--- config.mk ---
export PLATFORM = sky130hd
export DESIGN_NAME = jump_rise_flat
export DESIGN_NICKNAME = d
export VERILOG_FILES = /design/src/rtl/jump_pkg.sv /design/src/rtl/jump_rise_if.sv /design/src/rtl/kin_step.sv /design/src/rtl/jump_rise.sv /design/src/flat_wrapper.sv
export SDC_FILE = /design/constraint.sdc
export NUM_CORES = 1
export LEC_CHECK = 0
export BUFFER_PORTS_ARGS = -buffer_cell sky130_fd_sc_hd__buf_4
export CAP_MARGIN = 10
export CORE_MARGIN = 2
export CORE_UTILIZATION = 40
export CTS_CLUSTER_SIZE = 14
export DETAILED_ROUTE_END_ITERATION = 10
export PLACE_DENSITY = 0.58
export SYNTH_ARGS = -nofsm -noshare
export SYNTH_HDL_FRONTEND = slang
export SYNTH_SLANG_ARGS = --single-unit
--- constraint.sdc ---
create_clock -name clk -period 5.5 [get_ports clk]
set_input_delay 0.275 -clock clk [delete_from_list [all_inputs] [get_ports clk]]
set_output_delay 0.275 -clock clk [all_outputs]
set_load 0.005 [all_outputs]
--- src/rtl/jump_pkg.sv ---
// jump_pkg: shared state type and kinematic constants for the jump and free-fall stages
package jump_pkg;
  typedef enum logic [1:0] {GROUND, RISE, HANDOFF, WAIT_LAND} state_t;
  localparam int W_DEF = 9;
  localparam int G_DEF = 14;
  localparam int G_HALF = G_DEF / 2;
  localparam int V_JUMP_DEF = 56;
  localparam int Y_CEIL_DEF = 400;
  localparam int COOLDOWN_DEF = 4;
endpackage

--- src/rtl/jump_rise_if.sv ---
// jump_rise_if: apex handoff from the jump stage to the free-fall stage
interface jump_rise_if #(parameter int W = jump_pkg::W_DEF);
  logic fall_valid;
  logic fall_ready;
  logic [W-1:0] y;
  logic [W-1:0] v;
  modport master (output fall_valid, y, v, input fall_ready);
  modport slave (input fall_valid, y, v, output fall_ready);
endinterface

--- src/rtl/kin_step.sv ---
// kin_step: one rising integration step with ceiling and apex detection
module kin_step import jump_pkg::*; #(
  parameter int W = W_DEF,
  parameter int G = G_DEF,
  parameter int GH = G_HALF,
  parameter int Y_CEIL = Y_CEIL_DEF
) (
  input  logic [W-1:0] y,
  input  logic [W-1:0] v,
  output logic [W-1:0] y_n,
  output logic [W-1:0] v_n,
  output logic         ceil_hit,
  output logic         apex
);
  logic [W:0] sum;
  assign sum = {1'b0, y} + {v[W-1], v} - (W+1)'(GH);
  assign y_n = sum[W-1:0];
  assign v_n = v - W'(G);
  assign ceil_hit = sum > (W+1)'(Y_CEIL);
  assign apex = $signed(v_n) <= $signed(W'(G));
endmodule

--- src/rtl/jump_rise.sv ---
// jump_rise: jump launch FSM integrating the rising arc and handing the apex to free fall
module jump_rise import jump_pkg::*; #(
  parameter int W = W_DEF,
  parameter int G = G_DEF,
  parameter int V_JUMP = V_JUMP_DEF,
  parameter int Y_CEIL = Y_CEIL_DEF,
  parameter int COOLDOWN = COOLDOWN_DEF
) (
  input  logic         clk,
  input  logic         rst_n,
  input  logic         tick,
  input  logic         jump_req,
  input  logic [W-1:0] y_ground,
  input  logic         land,
  jump_rise_if.master  fall,
  output logic         airborne,
  output logic         rising
);
  localparam int CW = $clog2(COOLDOWN + 2);
  state_t state;
  logic [W-1:0] y_q, v_q, y_n, v_n;
  logic [CW-1:0] cooldown;
  logic jump_q, pending, accept, go, ceil_hit, apex;
  kin_step #(.W(W), .G(G), .GH(G / 2), .Y_CEIL(Y_CEIL)) u_kin (
    .y(y_q), .v(v_q), .y_n(y_n), .v_n(v_n), .ceil_hit(ceil_hit), .apex(apex)
  );
  assign accept = jump_req & ~jump_q & (cooldown == '0);
  assign go = tick & (pending | accept);
  always_ff @(posedge clk or negedge rst_n)
    if (!rst_n) begin
      state <= GROUND;
      y_q <= '0;
      v_q <= '0;
      pending <= 1'b0;
      cooldown <= '0;
      jump_q <= 1'b1;
    end else begin
      jump_q <= jump_req;
      case (state)
        GROUND: begin
          y_q <= y_ground;
          v_q <= go ? W'(V_JUMP) : '0;
          pending <= ~go & (pending | accept);
          if (tick && cooldown != '0) cooldown <= cooldown - CW'(1);
          if (go) state <= RISE;
        end
        RISE: if (tick) begin
          y_q <= ceil_hit ? W'(Y_CEIL) : y_n;
          v_q <= ceil_hit ? '0 : v_n;
          if (ceil_hit || apex) state <= HANDOFF;
        end
        HANDOFF: if (fall.fall_ready) state <= WAIT_LAND;
        WAIT_LAND: if (land) begin
          state <= GROUND;
          cooldown <= CW'(COOLDOWN);
        end
        default: state <= GROUND;
      endcase
    end
  assign fall.fall_valid = state == HANDOFF;
  assign fall.y = y_q;
  assign fall.v = v_q;
  assign airborne = state != GROUND;
  assign rising = state == RISE;
endmodule

--- src/flat_wrapper.sv ---
// flat-port wrapper written by rule: the top's interface ports become plain ports
module jump_rise_flat import jump_pkg::*;
#(
  parameter int W = W_DEF,
  parameter int G = G_DEF,
  parameter int V_JUMP = V_JUMP_DEF,
  parameter int Y_CEIL = Y_CEIL_DEF,
  parameter int COOLDOWN = COOLDOWN_DEF
)
  (clk, rst_n, tick, jump_req, y_ground, land, airborne, rising, fall_fall_valid, fall_y, fall_v, fall_fall_ready);
  jump_rise_if #(.W(W)) fall_i ();
  input  logic clk;
  input  logic rst_n;
  input  logic tick;
  input  logic jump_req;
  input  logic [W-1:0] y_ground;
  input  logic land;
  output logic airborne;
  output logic rising;
  output wire logic [$bits(fall_i.fall_valid)-1:0] fall_fall_valid;
  output wire logic [$bits(fall_i.y)-1:0] fall_y;
  output wire logic [$bits(fall_i.v)-1:0] fall_v;
  input wire logic [$bits(fall_i.fall_ready)-1:0] fall_fall_ready;
  assign fall_fall_valid = fall_i.fall_valid;
  assign fall_y = fall_i.y;
  assign fall_v = fall_i.v;
  assign fall_i.fall_ready = fall_fall_ready;
  jump_rise #(.W(W), .G(G), .V_JUMP(V_JUMP), .Y_CEIL(Y_CEIL), .COOLDOWN(COOLDOWN)) u_core (.clk(clk), .rst_n(rst_n), .tick(tick), .jump_req(jump_req), .y_ground(y_ground), .land(land), .fall(fall_i), .airborne(airborne), .rising(rising));
endmodule
==> flow_summary.json <==
{
  "grt_pass1_vias": 1582,
  "layout-drive-gt1-share_pct": 17.1,
  "hold_viol": 0,
  "yosysWarnings": 0,
  "dr.pass1.iters": 4,
  "fp.dieW_um": 71.9,
  "cp_max_fo": 16,
  "io_pins": 36,
  "diodes": 0,
  "synth_top_area_cell": "dfrtp_1",
  "worstPathRequired_ns": 5.66,
  "seq_area_frac_synth_pct": 32.6,
  "nets": 294,
  "gp_congestion": 0.813,
  "coreArea_mm2": 0.00441,
  "rrSetupSlack_ns": 1.80,
  "die_area_mm2": 0.00518,
  "grt_max_degree": 25,
  "finalCritPeriodShare_pct": 67.2,
  "fill_cells": 450,
  "cts_root_buf": "clkbuf_8",
  "track_usage_pct": 17.6,
  "clk_pin_slew_ns": 0.09,
  "wl_met2_um": 1970,
  "ys.flop_type": "dfrtp_1",
  "vias": 1654,
  "min_period_ns": 3.70,
  "wl_met3_um": 182,
  "setup_viol": 0,
  "r2r-start": "u_core.fall.v[1]$_DFFE_PN0P_",
  "postCtsSetupBuffers": 0,
  "top_layer_used": "met4",
  "port_buffers": 34,
  "synth_cell_types": 44,
  "critical_path_class": "flop to flop",
  "fmax_mhz": 270,
  "ys_ff_latch": 24,
  "hold_path_startpoint": "jump_req",
  "syn-num-nets": 257,
  "routed_wirelength_um": 4320,
  "hold_ws_ns": 0.109,
  "drtAntennaViolNets": 0,
  "crit_path_start_kind": "flop",
  "holdPathStages": 1,
  "yosysMostFrequentCell": "inv_1",
  "synth_edf_count": 0,
  "routedLengthMet1_um": 2140,
  "avgRoutedWirePerCell_um": 14.2,
  "clk_latency_ns": 0.27,
  "rows": 24,
  "synth.avg_cell_area_um2": 8.55,
  "setup_tns_ns": 0,
  "grt_pass1_wl_um": 7220,
  "cts_buffer_depth": 2,
  "gr-total-overflow": 0,
  "syn-cell-area_mm2": 0.00185,
  "initial_core_util_pct": 41.8,
  "reg2reg_to": "u_core.state[1]$_DFFE_PN0P_",
  "cap_violations": 0,
  "hpwl_um": 3340,
  "netlist_instances": 216,
  "drcViolationCount": 0,
  "crit_path_end_kind": "flop",
  "worst_pin_slew_ns": 0.781,
  "hold_class": "input pin to flop",
  "status": "finished clean",
  "cts_buffers": 3,
  "yosys-top-cells-count": "inv_1 (29), ha_1 (25), o21ai_0 (25), dfrtp_1 (23), a21oi_1 (20)",
  "min_to": "u_core.jump_q$_DFF_PN1_",
  "r2r_cells": 10,
  "grt_antenna_before_repair": 0,
  "cts_tree": "done",
  "worst_slew_margin_rel_pct": 47.8,
  "synthArstFlopShare_pct": 100,
  "drt-initial-drc-count": 65,
  "synth_top_cell_area_share_pct": 31.2,
  "die_h_um": 71.9,
  "rsz0062_at_grt": "no",
  "area_growth_pct": 21.3,
  "vias_per_cell": 5.44,
  "netlist_top_cells_area": "dfrtp_1 (31%), ha_1 (17%), o21ai_0 (6.8%)",
  "crit_arrival_ns": 3.86,
  "cts.sinks": 24,
  "skew_ns": 0.00249,
  "htree_levels": 1,
  "final-max-slew-violation-count": 0
}
-- stage by stage --
step	setup WS, ns	cell area, um^2	util, %	instances
floorplan	2.37	1850	-	216
global placement	1.92	2160	48.9	299
detailed placement	1.83	2160	48.9	299
CTS	1.78	2240	50.7	304
global route	1.60	2240	50.7	304
finish	1.80	2240	50.7	304
-- layout make-up --
class	instances	area [um^2]	area share (%)
clock inverter	1	30.0	1.34
multi-input combinational	157	1110	49.5
inverter	30	113	5.03
tap	52	65.1	2.91
sequential	24	602	26.9
clock buffer	3	41.3	1.84
timing repair buffer	37	280	12.5
-- metal layers --
| layer | vias up | global-route usage (%) |
|---|---|---|
| li1 | 827 | - |
| met1 | 782 | 23.6 |
| met2 | 41 | 30.5 |
| met3 | 4 | 2.50 |
| met4 | 0 | 3.77 |
| met5 | - | 0 |
-- cells by family (layout without fill, tap and decap cells) --
family          count (synthesis)  count (layout)  synth area share, %
buf+inv                        35              71                 7.38
fa+ha+maj                      26              26                 18.0
simple gates                   45              45                 11.0
flops                          24              24                 32.6
mux                             2               2                 1.15
compound gates                 72              72                 24.4
xor+xnor                       11              11                 5.22
other cells                     1               1                0.203
-- worst max-delay path by stage --
stage	startpoint	end	slack, ns
3_3_place_gp	u_core.fall.v[1]$_DFFE_PN0P_	u_core.state[1]$_DFFE_PN0P_	1.92
2_1_floorplan	u_core.fall.v[1]$_DFFE_PN0P_	u_core.state[1]$_DFFE_PN0P_	2.37
6_report	u_core.fall.v[1]$_DFFE_PN0P_	u_core.state[1]$_DFFE_PN0P_	1.80
3_5_place_dp	u_core.fall.v[1]$_DFFE_PN0P_	u_core.state[1]$_DFFE_PN0P_	1.83
5_1_grt	u_core.fall.v[1]$_DFFE_PN0P_	u_core.state[1]$_DFFE_PN0P_	1.60
4_1_cts	u_core.fall.v[1]$_DFFE_PN0P_	u_core.state[1]$_DFFE_PN0P_	1.78
-- registers in the layout, indices dropped and copies added, names as in the netlist --
register	count
u_core.cooldown	3
u_core.fall.v	8
u_core.fall.y	9
u_core.jump_q	1
u_core.pending	1
u_core.state	2
-- timing repair --
item | CTS | global route
hold buffers | 1 | 0
endpoints found under the hold margin | 23 | 0
resized for setup | 0 | 0
-- placed cells by master, fill, tap and decap left out, types with 2 or more instances in the layout --
master | Yosys | routed
buf_4 | 1 | 36
inv_1 | 29 | 29
o21ai_0 | 25 | 25
ha_1 | 25 | 25
dfrtp_1 | 23 | 23
a21oi_1 | 20 | 20
nor2_1 | 16 | 16
nand2_1 | 15 | 15
xor2_1 | 6 | 6
a221oi_1 | 6 | 6
xnor2_1 | 5 | 5
a211oi_1 | 4 | 4
nand3_1 | 3 | 3
a21o_1 | 3 | 3
clkbuf_8 | 0 | 3
and3_1 | 2 | 2
nor3b_1 | 2 | 2
a22o_1 | 2 | 2
-- worst max-delay path, cell delays in order, from the launching register on --
cell and delay, ns:
dfrtp_1 0.45, ha_1 0.34, ha_1 0.22, fa_1 0.41, a211oi_1 0.39, o21bai_1 0.14, a21oi_1 0.18, xor2_1 0.20
o31a_1 0.59, a221o_1 0.33, mux2_1 0.33
Power is left out: the tool's default activity adds up to more than one toggle a clock period on the data nets, which glitch-free logic cannot reach.
